[config.mk]
export PLATFORM = sky130hd
export DESIGN_NAME = mips_mc_ctrl
export DESIGN_NICKNAME = d
export VERILOG_FILES = /design/src/rtl/mips_pkg.sv /design/src/rtl/alu_op_decode.sv /design/src/rtl/mips_mc_ctrl.sv
export SDC_FILE = /design/constraint.sdc
export NUM_CORES = 1
export LEC_CHECK = 0
export ABC_AREA = 1
export BUFFER_PORTS_ARGS = -buffer_cell sky130_fd_sc_hd__clkbuf_2
export CORE_MARGIN = 4
export CORE_UTILIZATION = 50
export DETAILED_ROUTE_END_ITERATION = 10
export PLACE_DENSITY = 0.78
export SLEW_MARGIN = 5
export SYNTH_ARGS = -nofsm -noshare
export SYNTH_HDL_FRONTEND = slang
export SYNTH_SLANG_ARGS = --single-unit
[constraint.sdc]
create_clock -name clk -period 1.55 [get_ports clk]
set_input_delay 0 -clock clk [delete_from_list [all_inputs] [get_ports clk]]
set_output_delay 0 -clock clk [all_outputs]
set_load 0.03 [all_outputs]
[src/rtl/mips_pkg.sv]
// mips_pkg: shared ALU codes, opcode/funct constants and control FSM state encoding
package mips_pkg;
  localparam logic [3:0] ALU_AND  = 4'b0000, ALU_OR   = 4'b0001, ALU_ADD  = 4'b0010, ALU_ADDU = 4'b0011;
  localparam logic [3:0] ALU_SUBU = 4'b0100, ALU_XOR  = 4'b0101, ALU_SUB  = 4'b0110, ALU_SLT  = 4'b0111;
  localparam logic [3:0] ALU_SLL  = 4'b1000, ALU_SRL  = 4'b1001, ALU_ANDI = 4'b1010, ALU_ORI  = 4'b1011;
  localparam logic [3:0] ALU_NOR  = 4'b1100;
  localparam logic [5:0] OP_RTYPE = 6'b000000, OP_LW = 6'b100011, OP_SW = 6'b101011, OP_BEQ = 6'b000100;
  localparam logic [5:0] OP_J = 6'b000010, OP_ADDI = 6'b001000, OP_ADDIU = 6'b001001, OP_ANDI = 6'b001100;
  localparam logic [5:0] OP_ORI = 6'b001101, OP_SLTI = 6'b001010;
  localparam logic [5:0] F_ADD = 6'b100000, F_ADDU = 6'b100001, F_SUB = 6'b100010, F_SUBU = 6'b100011;
  localparam logic [5:0] F_AND = 6'b100100, F_OR = 6'b100101, F_XOR = 6'b100110, F_NOR = 6'b100111;
  localparam logic [5:0] F_SLT = 6'b101010, F_SLL = 6'b000000, F_SRL = 6'b000010;
  typedef enum logic [3:0] {
    FETCH, DECODE, MEMADR, MEMRD, MEMWB, MEMWR, RTYPE_EX, RTYPE_WB, BEQ_EX, IMM_EX, IMM_WB, JUMP, ILLEGAL
  } state_t;
endpackage

[src/rtl/alu_op_decode.sv]
// alu_op_decode: maps opcode/funct to the instruction's ALU code, immediate extension and legality
module alu_op_decode
  import mips_pkg::*;
(
  input  logic [5:0] opcode,
  input  logic [5:0] funct,
  output logic [3:0] alu_ctrl,
  output logic       ext_op,
  output logic       legal
);
  always_comb begin
    alu_ctrl = ALU_ADDU;
    ext_op   = 1'b1;
    legal    = 1'b1;
    case (opcode)
      OP_RTYPE:
        case (funct)
          F_ADD:   alu_ctrl = ALU_ADD;
          F_ADDU:  alu_ctrl = ALU_ADDU;
          F_SUB:   alu_ctrl = ALU_SUB;
          F_SUBU:  alu_ctrl = ALU_SUBU;
          F_AND:   alu_ctrl = ALU_AND;
          F_OR:    alu_ctrl = ALU_OR;
          F_XOR:   alu_ctrl = ALU_XOR;
          F_NOR:   alu_ctrl = ALU_NOR;
          F_SLT:   alu_ctrl = ALU_SLT;
          F_SLL:   alu_ctrl = ALU_SLL;
          F_SRL:   alu_ctrl = ALU_SRL;
          default: legal = 1'b0;
        endcase
      OP_ADDI:  alu_ctrl = ALU_ADD;
      OP_ADDIU: alu_ctrl = ALU_ADDU;
      OP_SLTI:  alu_ctrl = ALU_SLT;
      OP_ANDI:  begin alu_ctrl = ALU_ANDI; ext_op = 1'b0; end
      OP_ORI:   begin alu_ctrl = ALU_ORI;  ext_op = 1'b0; end
      OP_LW, OP_SW, OP_BEQ, OP_J: ;
      default:  legal = 1'b0;
    endcase
  end
endmodule

[src/rtl/mips_mc_ctrl.sv]
// mips_mc_ctrl: multi-cycle MIPS control FSM (opcode/funct/zero/mem_ready in; ALU, mux, strobe, write-enable, retire outputs)
module mips_mc_ctrl
  import mips_pkg::*;
#(
  parameter int CNT_W = 32
) (
  input  logic             clk,
  input  logic             reset,
  input  logic [5:0]       opcode,
  input  logic [5:0]       funct,
  input  logic             zero,
  input  logic             mem_ready,
  output logic [3:0]       ALUControl,
  output logic             ALUSrcA,
  output logic [1:0]       ALUSrcB,
  output logic             ExtOp,
  output logic             IorD,
  output logic             MemRead,
  output logic             MemWrite,
  output logic             IRWrite,
  output logic             PCWrite,
  output logic             RegWrite,
  output logic             RegDst,
  output logic             MemtoReg,
  output logic [1:0]       PCSource,
  output logic             illegal,
  output logic             instr_done,
  output logic [CNT_W-1:0] retired
);
  state_t           state_q, state_d;
  logic [CNT_W-1:0] retired_q;
  logic [3:0]       dec_alu;
  logic             dec_ext, dec_legal;
  logic             ir_w, pc_w, mem_w, reg_w, done, ill;
  alu_op_decode u_dec (.opcode(opcode), .funct(funct), .alu_ctrl(dec_alu), .ext_op(dec_ext), .legal(dec_legal));
  always_comb begin
    state_d    = state_q;
    ALUControl = 4'b0000;
    ALUSrcA    = 1'b0;
    ALUSrcB    = 2'b00;
    ExtOp      = 1'b0;
    IorD       = 1'b0;
    MemRead    = 1'b0;
    RegDst     = 1'b0;
    MemtoReg   = 1'b0;
    PCSource   = 2'b00;
    ir_w       = 1'b0;
    pc_w       = 1'b0;
    mem_w      = 1'b0;
    reg_w      = 1'b0;
    done       = 1'b0;
    ill        = 1'b0;
    case (state_q)
      FETCH: begin
        MemRead    = 1'b1;
        ALUSrcB    = 2'b01;
        ALUControl = ALU_ADDU;
        ir_w       = mem_ready;
        pc_w       = mem_ready;
        state_d    = mem_ready ? DECODE : FETCH;
      end
      DECODE: begin
        ALUSrcB    = 2'b11;
        ExtOp      = 1'b1;
        ALUControl = ALU_ADDU;
        state_d    = !dec_legal ? ILLEGAL :
                     opcode == OP_RTYPE ? RTYPE_EX :
                     (opcode == OP_LW || opcode == OP_SW) ? MEMADR :
                     opcode == OP_BEQ ? BEQ_EX :
                     opcode == OP_J ? JUMP : IMM_EX;
      end
      MEMADR: begin
        ALUSrcA    = 1'b1;
        ALUSrcB    = 2'b10;
        ExtOp      = 1'b1;
        ALUControl = ALU_ADDU;
        state_d    = opcode == OP_LW ? MEMRD : MEMWR;
      end
      MEMRD: begin
        MemRead = 1'b1;
        IorD    = 1'b1;
        state_d = mem_ready ? MEMWB : MEMRD;
      end
      MEMWB: begin
        reg_w    = 1'b1;
        MemtoReg = 1'b1;
        done     = 1'b1;
        state_d  = FETCH;
      end
      MEMWR: begin
        mem_w   = 1'b1;
        IorD    = 1'b1;
        done    = mem_ready;
        state_d = mem_ready ? FETCH : MEMWR;
      end
      RTYPE_EX, RTYPE_WB: begin
        ALUSrcA    = 1'b1;
        ALUControl = dec_alu;
        reg_w      = state_q == RTYPE_WB;
        RegDst     = state_q == RTYPE_WB;
        done       = state_q == RTYPE_WB;
        state_d    = state_q == RTYPE_WB ? FETCH : RTYPE_WB;
      end
      BEQ_EX: begin
        ALUSrcA    = 1'b1;
        ALUControl = ALU_SUBU;
        PCSource   = 2'b01;
        pc_w       = zero;
        done       = 1'b1;
        state_d    = FETCH;
      end
      IMM_EX, IMM_WB: begin
        ALUSrcA    = 1'b1;
        ALUSrcB    = 2'b10;
        ExtOp      = dec_ext;
        ALUControl = dec_alu;
        reg_w      = state_q == IMM_WB;
        done       = state_q == IMM_WB;
        state_d    = state_q == IMM_WB ? FETCH : IMM_WB;
      end
      JUMP: begin
        PCSource = 2'b10;
        pc_w     = 1'b1;
        done     = 1'b1;
        state_d  = FETCH;
      end
      ILLEGAL: begin
        ill     = 1'b1;
        state_d = FETCH;
      end
      default: state_d = FETCH;
    endcase
  end
  assign IRWrite    = ir_w & ~reset;
  assign PCWrite    = pc_w & ~reset;
  assign MemWrite   = mem_w & ~reset;
  assign RegWrite   = reg_w & ~reset;
  assign instr_done = done & ~reset;
  assign illegal    = ill & ~reset;
  assign retired    = retired_q;
  always_ff @(posedge clk) begin
    if (reset) begin
      state_q   <= FETCH;
      retired_q <= '0;
    end else begin
      state_q   <= state_d;
      retired_q <= instr_done ? retired_q + CNT_W'(1) : retired_q;
    end
  end
endmodule

# Word-level counts from Yosys, hierarchy flattened
# Cells that the tools add are included.
[op_classes] n_shift=0 n_addsub=1 n_eq_ne=31 div=0 muxes=32 multipliers=0 reduce_logical=17 n_bitwise=7 n_lt_le_gt_ge=0
[ops] cell="$eq A6 B6 Y1 const B" n=11
[ops] cell="$pmux W4 S10" n=1
[ops] cell="$add A32 B1 Y32 const B" n=1
[ops] cell="$eq A6 B4 Y1 const B" n=5
[ops] cell="$pmux W4 S7" n=1
[ops] cell="$eq A4 B4 Y1 const B" n=5
[ops] cell="$pmux W4 S5" n=1
[ops] cell="$eq A4 B3 Y1 const B" n=4
[ops] cell="$mux W4" n=4
[ops] cell="$eq A6 B2 Y1 const B" n=2
[ops] cell="$logic_not A6 Y1" n=2
[ops] cell="$mux W3" n=4
[ops] cell="$pmux W4 S3" n=1
[ops] cell="$reduce_or A2 Y1" n=6
[ops] cell="$mux W1" n=11
[ops] cell="$reduce_or A11 Y1" n=1
[ops] cell="$reduce_or A3 Y1" n=3
[ops] cell="$reduce_or A9 Y1" n=1
[ops] cell="$eq A4 B2 Y1 const B" n=2
[ops] cell="$and A1 B1 Y1" n=6
[ops] cell="$eq A6 B3 Y1 const B" n=1
[ops] cell="$pmux W1 S3" n=2
[ops] cell="$pmux W2 S3" n=1
[ops] cell="$reduce_or A6 Y1" n=1
[ops] cell="other kinds (9)" n=11
[totals] register_bits=36 romBits=0 out_inout_bits=52 mem_count=0 latch_bits=0 mem_bits_rw=0

# Logic depth before layout (Yosys ltp)
# Gate-level depths: netlist of run 1.
[logic_depth] depth_word=7 depth_mapped=13

# Hierarchy
# From an unflattened synthesis of run 1, not the netlist that was laid out.
[hier_totals] cells_unflattened=524 hier_area_um2=2947.8
[modules_own_cells] module="mips_mc_ctrl" area_per_inst_um2=2600.0 seq_area_each_um2=720.7 cells_each=456 instances=1
[modules_own_cells] module="alu_op_decode" area_per_inst_um2=347.8 seq_area_each_um2=0.0 cells_each=68 instances=1

# Worst setup path before layout of run 1
# No wires, ideal clock.
[synth_path] kind="register to output" from="register state_q[2]" to="output ExtOp" t_arrival_ns=1.811 stages_incl_launch_ff=10 path_buffers=0 path_slack_ns=-0.261 cell_sequence="dfxtp_1 -> inv_1 -> ha_1 -> inv_1 -> nor3_1 -> inv_1 -> nand2_1 -> inv_1 -> nand3_1 -> o21a_1"
[synth_between] elab_chain_len=3 word_cells_on_any_way=7
[synth_lines] item="start, declared" line_no="mips_mc_ctrl.sv:30" source="state_t state_q, state_d;"
[synth_lines] item="start signal, assigned" line_no="mips_mc_ctrl.sv:146" source="state_q <= state_d;"
[synth_lines] item="$eq A4 B4 Y1 (tied with other cells)" line_no="mips_mc_ctrl.sv:53" source="case (state_q)"
[synth_lines] item="$reduce_or A2 Y1, on equally long branches"
[synth_lines] item="$pmux W1 S2 *" line_no="mips_mc_ctrl.sv:53"
[synth_lines] item="end, declared" line_no="mips_mc_ctrl.sv:16" source="output logic ExtOp,"
# Mark *: on every way between the ends. The rest lies on a longest branch, timed or not.

# Final worst setup path of run 1
[layout_path] from="register state_q[2]" to="output ALUControl[2]"
[layout_between] elab_chain_len=3 word_cells_on_any_way=11
[layout_lines] item="$eq A4 B3 Y1 (tied with other cells)" line_no="mips_mc_ctrl.sv:53"
[layout_lines] item="$reduce_or A4 Y1 (no source line) / $reduce_or A3 Y1 (equally long branches)"
[layout_lines] item="$pmux W4 S3 *" line_no="mips_mc_ctrl.sv:53"
[layout_lines] item="end, declared" line_no="mips_mc_ctrl.sv:13" source="output logic [3:0] ALUControl,"
# Marked as above.

==> flow_metrics.env, run 1 <==
export IMPL_power_density_mw_per_mm2=526
export IMPL_max_clock_freq_mhz=602
export IMPL_drt_wl_total_um=9560
export IMPL_async_flop_share_pct=0
export IMPL_ys_seq_area_share_pct=24.0
export IMPL_io_pins=68
export IMPL_endpoint="ALUControl[2]"
export IMPL_clkTransAtPathRegs_ps=80
export IMPL_synth_ff_type="dfxtp_1"
export IMPL_wire_per_inst_um=13.8
export IMPL_path_common_cell="nand2_1"
export IMPL_hold_slack_ps=90.9
export IMPL_antennaDiodeCount=0
export IMPL_synth_seq_cells=36
export IMPL_grt_pass1_wl_um=15000
export IMPL_die_x_um=85.5
export IMPL_max_cap_viol_count=0
export IMPL_cp_slowest_stage_delay_ps=340
export IMPL_final_period_utilization_pct=107
export IMPL_netlist_top_cells_area="dfxtp_1 (24%), nand2_1 (23%), nor2_1 (11%), a21oi_2 (5.5%), inv_1 (5.4%)"
export IMPL_yosysTopAreaCellShare_pct=24.0
export IMPL_preCtsSetupSlack_ps=-38.5
export IMPL_io_buffers=67
export IMPL_fin_skew_ps=11.7
export IMPL_antenna_found_initial=0
export IMPL_dieArea_sq_mm=0.00732
export IMPL_core_sq_mm=0.00568
export IMPL_avgViaCountPerCell=5.36
export IMPL_cp_num_cells=9
export IMPL_path_class="flip-flop to primary output"
export IMPL_vias=3722
export IMPL_worst_setup_path_start_kind="flip-flop"
export IMPL_syn_nets=531
export IMPL_rsz0062_at_grt="true"
export IMPL_crit_path_end_kind="primary output"
export IMPL_drive_above_1_share_pct=35.5
export IMPL_slew_violations=0
export IMPL_ant_nets=0
export IMPL_clockBufferDepth=2
export IMPL_hp_class="input port to flip-flop"
export IMPL_place_congestion=0.943
export IMPL_cts_tree="done"
export IMPL_die_height_um=85.5
export IMPL_worst_r2r_endpoint="retired[22]$_SDFFE_PP0P_"
export IMPL_critPathBufInv=3
export IMPL_drc=0
export IMPL_synth_edf_count=0
export IMPL_use_met1_pct=33.7
export IMPL_grt_remaining_overflow=0
export IMPL_slew_headroom_pct=64.5
export IMPL_p_leak_nw=1.87
export IMPL_status="complete, but fails checks"
export IMPL_area_growth_pct=37.4
export IMPL_synth_avg_cell_area_sq_um=5.90
export IMPL_busiest_layer="met2"
export IMPL_synthTopCellsByCount="nand2_1 (184), nor2_1 (90), inv_1 (43)"
export IMPL_syn_area_sq_mm=0.00301
export IMPL_arrival_ps=1660
export IMPL_synth_top_area_cell="dfxtp_1"
export IMPL_rr_worst_depth=12
export IMPL_met2_usage_pct=40.7
export IMPL_min_period_ps=1660
export IMPL_path_cells="buf_6 -> ha_4 -> nand3_1 -> nand2_2 -> nor2_4 -> inv_2 -> nand2_1 -> nand2_1 -> clkbuf_8"
export IMPL_start_util_pct=53.0
export IMPL_grt_pass1_vias=3311
export IMPL_yosysWarnings=0
export IMPL_synth_cells=510
export IMPL_reg2reg_slack_ps=-80
export IMPL_totalPowerFinal_mw=2.17
export IMPL_nets=642
export IMPL_clock_root_buffer="clkbuf_8"
export IMPL_violations="setup timing"
export IMPL_drt_iter0_drc=301
export IMPL_rows=27
export IMPL_crit_start="state_q[2]$_SDFF_PP0_"
export IMPL_hold_buffers=0
export IMPL_critPathMaxFanout=4
export IMPL_cpMaxStageDelayCell="dfxtp_2"
export IMPL_required_ps=1550
export IMPL_finalSetupViolations=35
export IMPL_grt_max_degree=37
export IMPL_place_area_sq_mm=0.00367
export IMPL_track_usage_pct=24.8
export IMPL_irDropWorstVdd_mv=0.457
export IMPL_ys_types=31
export IMPL_use_met3_pct=5.67
export IMPL_clk_latency_ps=300
export IMPL_tightest_slew_ps=533
export IMPL_hold_viol_final=0
export IMPL_fin_area_sq_mm=0.00413
export IMPL_drtPass1Iterations=6
export IMPL_cts_sinks=36
export IMPL_crit_family="simple AND/OR/NAND/NOR gates"
export IMPL_cts_buffers=5
export IMPL_finalWorstSetupSlack_ps=-110
export IMPL_htreeDepth=2
export IMPL_r2r_start="state_q[2]$_SDFF_PP0_"
export IMPL_dpl_hpwl_um=7130
export IMPL_post_synth_top_count_cell="nand2_1"
==> stage by stage <==
stage / std cells / util [%] / setup TNS [ps]
global route: 694 / 72.8 / -5730
CTS: 692 / 70.5 / -2320
floorplan: 510 / - / 0
detailed placement: 675 / 64.7 / -250
global placement: 675 / 64.7 / 0
finish: 694 / 72.8 / -2020
==> cell usage in the layout, fill, tap and decap left out, types with 3 or more instances in the layout <==
master | Yosys | routed
clkbuf_2 | 0 | 53
dfxtp_1 | 36 | 28
a21oi_1 | 10 | 8
nand2_1 | 184 | 173
inv_1 | 43 | 34
nand2_2 | 25 | 32
inv_2 | 3 | 9
nand3_2 | 1 | 3
a21oi_2 | 19 | 21
nor2_2 | 3 | 6
ha_4 | 0 | 3
xor2_1 | 8 | 8
dfxtp_2 | 0 | 6
nor2_4 | 1 | 3
o21bai_1 | 7 | 7
buf_6 | 2 | 12
clkbuf_8 | 0 | 10
inv_4 | 1 | 4
o21ai_0 | 6 | 4
buf_4 | 2 | 37
nor2_1 | 90 | 85
nand2_4 | 0 | 4
nand3b_1 | 14 | 14
nand3_1 | 31 | 28
==> worst min path at each step <==
stage,startpoint,endpoint,cells after the start
6_report,reset,retired[19]$_SDFFE_PP0P_,4
5_1_grt,reset,retired[19]$_SDFFE_PP0P_,4
4_1_cts,reset,retired[19]$_SDFFE_PP0P_,4
3_5_place_dp,reset,retired[19]$_SDFFE_PP0P_,4
3_3_place_gp,reset,retired[19]$_SDFFE_PP0P_,4
2_1_floorplan,mem_ready,IRWrite,2
==> per-layer routing <==
layer	vias to the layer above	wire length, um	part of all wire [%]
li1	1826	-	-
met1	1713	4110	43
met2	173	4510	47
met3	10	849	8.9
met4	0	79	0.83
met5	-	0	0
==> power by group <==
part	total (mW)	switching, mW	internal, mW	leakage [nW]
Clock	0.730	0.368	0.362	0.0445
Sequential	0.943	0.0122	0.931	0.295
Combinational	0.500	0.308	0.192	1.53
Total	2.17	0.688	1.48	1.87
==> worst reg2reg max path: stages (launching register included) <==
cell and delay [ps]:
dfxtp_2 360, buf_6 110, ha_4 150, nand3_2 80, nor2_2 110, nor2_1 60
nand2_2 100, nand3_4 90, inv_4 70, buf_6 130, buf_12 140, nand2_2 60
a21oi_2 110
==> final cells by class <==
cell class,instances,area [sq um]
multi-input cells,416,2170
well taps,72,90.1
inverters,48,191
flip-flops and latches,36,736
clock buffers,7,86.3
clock inverters,1,7.51
repair inverters,1,7.51
repair buffers,113,841
fillers,495,1540
==> kinds of logic after synthesis <==
| group | Yosys count | share of synthesized area, % |
|---|---|---|
| AOI/OAI and AO/OA | 48 | 11.5 |
| xor gates and xnor gates | 8 | 2.33 |
| adders and majority gates | 5 | 2.08 |
| buffers and inverters | 58 | 9.20 |
| DFF | 36 | 24.0 |
| and+or+nand+nor | 355 | 50.9 |
==> sequential cells by signal (all words and copies together), names as in the netlist <==
| signal | count |
|---|---|
| state_q | 4 |
| retired | 32 |
==> repair_timing <==
| item | 4_1_cts | 5_1_grt |
|---|---|---|
| pin swaps | 11 | 9 |
| gates cloned | 2 | 0 |
| setup buffers | 7 | 2 |
| endpoints found under the setup margin | 41 | 46 |
| resized for setup | 48 | 47 |
Note: power is estimated with default switching activity, not from simulation.
==> run 2, diff against run 1 <==
--- a/config.mk
+++ b/config.mk
@@ -8,4 +8,5 @@
 export ABC_AREA = 1
 export BUFFER_PORTS_ARGS = -buffer_cell sky130_fd_sc_hd__clkbuf_2
+export CAP_MARGIN = 10
 export CORE_MARGIN = 4
 export CORE_UTILIZATION = 50
==> constraint.sdc (replaced) <==
create_clock -name clk -period 1.55 [get_ports clk]
set_input_delay 0 -clock clk [delete_from_list [all_inputs] [get_ports clk]]
set_output_delay 0 -clock clk [all_outputs]
set_load 0.1 [all_outputs]
==> run 2 against run 1 <==
  * Via count is 7.4% higher
  * The flow still finishes with violations (setup timing)
  * Worst hold slack gained 22 ps
  * Clock-buffer cell count unchanged
  * Core utilization rose by 12 points
  * Critical path depth increased by 1
  * Final area is 17% higher
  * Total power grew 30%
  * Worst setup slack worse by 120 ps
  * Largest cell class unchanged
  * Wire length up 25%
==> flow_metrics.env, run 2 (synthesized netlist as in run 1, its figures left out) <==
export IMPL_status="complete, but fails checks"
export IMPL_violations="setup timing"
export IMPL_cp_slowest_stage_delay_ps=360
export IMPL_io_pins=68
export IMPL_worst_setup_path_start_kind="flip-flop"
export IMPL_hold_viol_final=0
export IMPL_min_period_ps=1780
export IMPL_antennaDiodeCount=0
export IMPL_slew_violations=0
export IMPL_clock_root_buffer="clkbuf_8"
export IMPL_cts_tree="done"
export IMPL_drc=0
export IMPL_crit_path_end_kind="primary output"
export IMPL_reg2reg_slack_ps=-180
export IMPL_worst_r2r_endpoint="retired[22]$_SDFFE_PP0P_"
export IMPL_irDropWorstVdd_mv=0.500
export IMPL_drt_wl_total_um=11900
export IMPL_rows=27
export IMPL_wire_per_inst_um=16.8
export IMPL_hold_start="reset"
export IMPL_dpl_hpwl_um=7800
export IMPL_slew_headroom_pct=62.1
export IMPL_path_cells="inv_2 -> ha_4 -> nand2_2 -> nand2_2 -> nor2_4 -> nand2_4 -> nand3_4 -> clkinv_4 -> buf_12 -> buf_12"
export IMPL_final_period_utilization_pct=115
export IMPL_rsz0062_at_grt="true"
export IMPL_min_path_cells=4
export IMPL_die_height_um=85.5
export IMPL_max_cap_viol_count=0
export IMPL_ant_nets=0
export IMPL_grt_pass1_wl_um=17300
export IMPL_track_usage_pct=29.1
export IMPL_required_ps=1550
export IMPL_cts_buffers=5
export IMPL_drtPass1Iterations=7
export IMPL_drt_iter0_drc=401
export IMPL_n_fill_cell=341
export IMPL_crit_family="simple AND/OR/NAND/NOR gates"
export IMPL_core_sq_mm=0.00568
export IMPL_power_internal_mw=1.83
export IMPL_hp_class="input port to flip-flop"
export IMPL_max_clock_freq_mhz=562
export IMPL_p_leak_nw=2.29
export IMPL_totalPowerFinal_mw=2.82
export IMPL_clockBufferDepth=2
export IMPL_grt_pass1_vias=3759
export IMPL_min_to="retired[19]$_SDFFE_PP0P_"
export IMPL_largest_register_ff_count=32
export IMPL_io_buffers=67
export IMPL_clkTransAtPathRegs_ps=80
export IMPL_fin_skew_ps=10.5
export IMPL_finalSetupViolations=45
export IMPL_final_cell_mix="nand2_1 (168), nor2_1 (82), clkbuf_2 (47)"
export IMPL_critPathBufInv=4
export IMPL_antenna_found_initial=0
export IMPL_dieArea_sq_mm=0.00732
export IMPL_r2r_start="state_q[2]$_SDFF_PP0_"
export IMPL_finish_utilization_pct=85.1
export IMPL_switching_share_pct=35.1
export IMPL_tightest_slew_ps=568
export IMPL_arrival_ps=1780
export IMPL_finalWorstSetupSlack_ps=-230
export IMPL_drive_above_1_share_pct=44.4
export IMPL_path_class="flip-flop to primary output"
export IMPL_clkPwrFrac_pct=33.9
export IMPL_vias=3999
export IMPL_clk_latency_ps=300
export IMPL_combinationalPowerShare_pct=32.6
export IMPL_switchingPower_mw=0.989
export IMPL_cts_sinks=36
export IMPL_rr_worst_depth=11
export IMPL_preCtsSetupSlack_ps=-144
export IMPL_power_density_mw_per_mm2=583
export IMPL_grt_remaining_overflow=0
export IMPL_place_congestion=1.00
export IMPL_nets=657
export IMPL_start_util_pct=53.0
export IMPL_avgViaCountPerCell=5.64
export IMPL_power_frac_seq_pct=33.5
export IMPL_cpMaxStageDelayCell="dfxtp_2"
export IMPL_area_growth_pct=60.6
export IMPL_grt_max_degree=37
export IMPL_final_common_cell="nand2_1"
export IMPL_htreeDepth=2
export IMPL_die_x_um=85.5
export IMPL_critPathMaxFanout=4
run 2: changes by cell type in the layout (fill, tap and decap cells not counted), moves of 6 or more:
cell      before  now
nand2_4        4   23
nand2_2       32   17
dfxtp_2        6   29
buf_12         2   22
buf_4         37   46
clkbuf_2      53   47
dfxtp_1       28    2
run 2: tightest hold or removal path, stage by stage:
cell      delay [ps]
clkbuf_2          90
inv_1            140
nand2_1          110
nor2_1            30
run 2: area by class of cell:
class / instances / area [sq um] / share of cell area [%]
multi-input cells: 416 / 2410 / 49.9
repair buffers: 129 / 1220 / 25.3
flip-flops and latches: 36 / 776 / 16.1
inverters: 48 / 205 / 4.25
clock buffers: 7 / 96.3 / 2.00
well taps: 72 / 90.1 / 1.87
clock inverters: 1 / 30.0 / 0.622
run 2: worst max path at each step:
stage / startpoint / endpoint / slack (ps) / cells past startpoint
global placement: state_q[2]$_SDFF_PP0_ / retired[7]$_SDFFE_PP0P_ / -20 / 11
global route: state_q[2]$_SDFF_PP0_ / instr_done / -270 / 10
detailed placement: state_q[2]$_SDFF_PP0_ / retired[6]$_SDFFE_PP0P_ / -140 / 11
finish: state_q[2]$_SDFF_PP0_ / instr_done / -230 / 10
CTS: state_q[2]$_SDFF_PP0_ / ExtOp / -150 / 10
floorplan: state_q[3]$_SDFF_PP0_ / retired[12]$_SDFFE_PP0P_ / -330 / 11
run 2: per-stage QoR:
step	instance area, sq um	std cells	TNS, ps	hold WS (ps)
3_5_place_dp	4180	684	-2550	399
2_1_floorplan	3210	510	-9460	209
3_3_place_gp	4180	684	-170	388
5_1_grt	4830	709	-8410	138
6_report	4830	709	-6430	113
4_1_cts	4500	700	-3420	95.3
run 2: what timing repair did:
action	CTS	global route
pin swaps	11	8
setup buffers	9	6
resized for setup	38	52
hold buffers	0	0
cloned	0	4
endpoints found under the setup margin	47	51
run 2: power groups by stage:
stage | logic (mW) | clock network [mW] | registers (mW)
2_1_floorplan | 0.493 | 0 | 0.966
3_3_place_gp | 0.777 | 0 | 0.960
3_5_place_dp | 0.789 | 0 | 0.960
4_1_cts | 0.834 | 0.940 | 0.941
5_1_grt | 0.950 | 0.998 | 0.944
6_report | 0.918 | 0.956 | 0.942
run 2: per-layer routing:
metal  wire, um  part of all wire [%]  up-vias  track usage (%)
met5          0                     0        -                0
met4        445                   3.7        0             10.1
met2       5600                    47      257             48.8
li1           -                     -     1859                -
met1       4760                    40     1825             37.1
met3       1090                   9.2       58             5.86
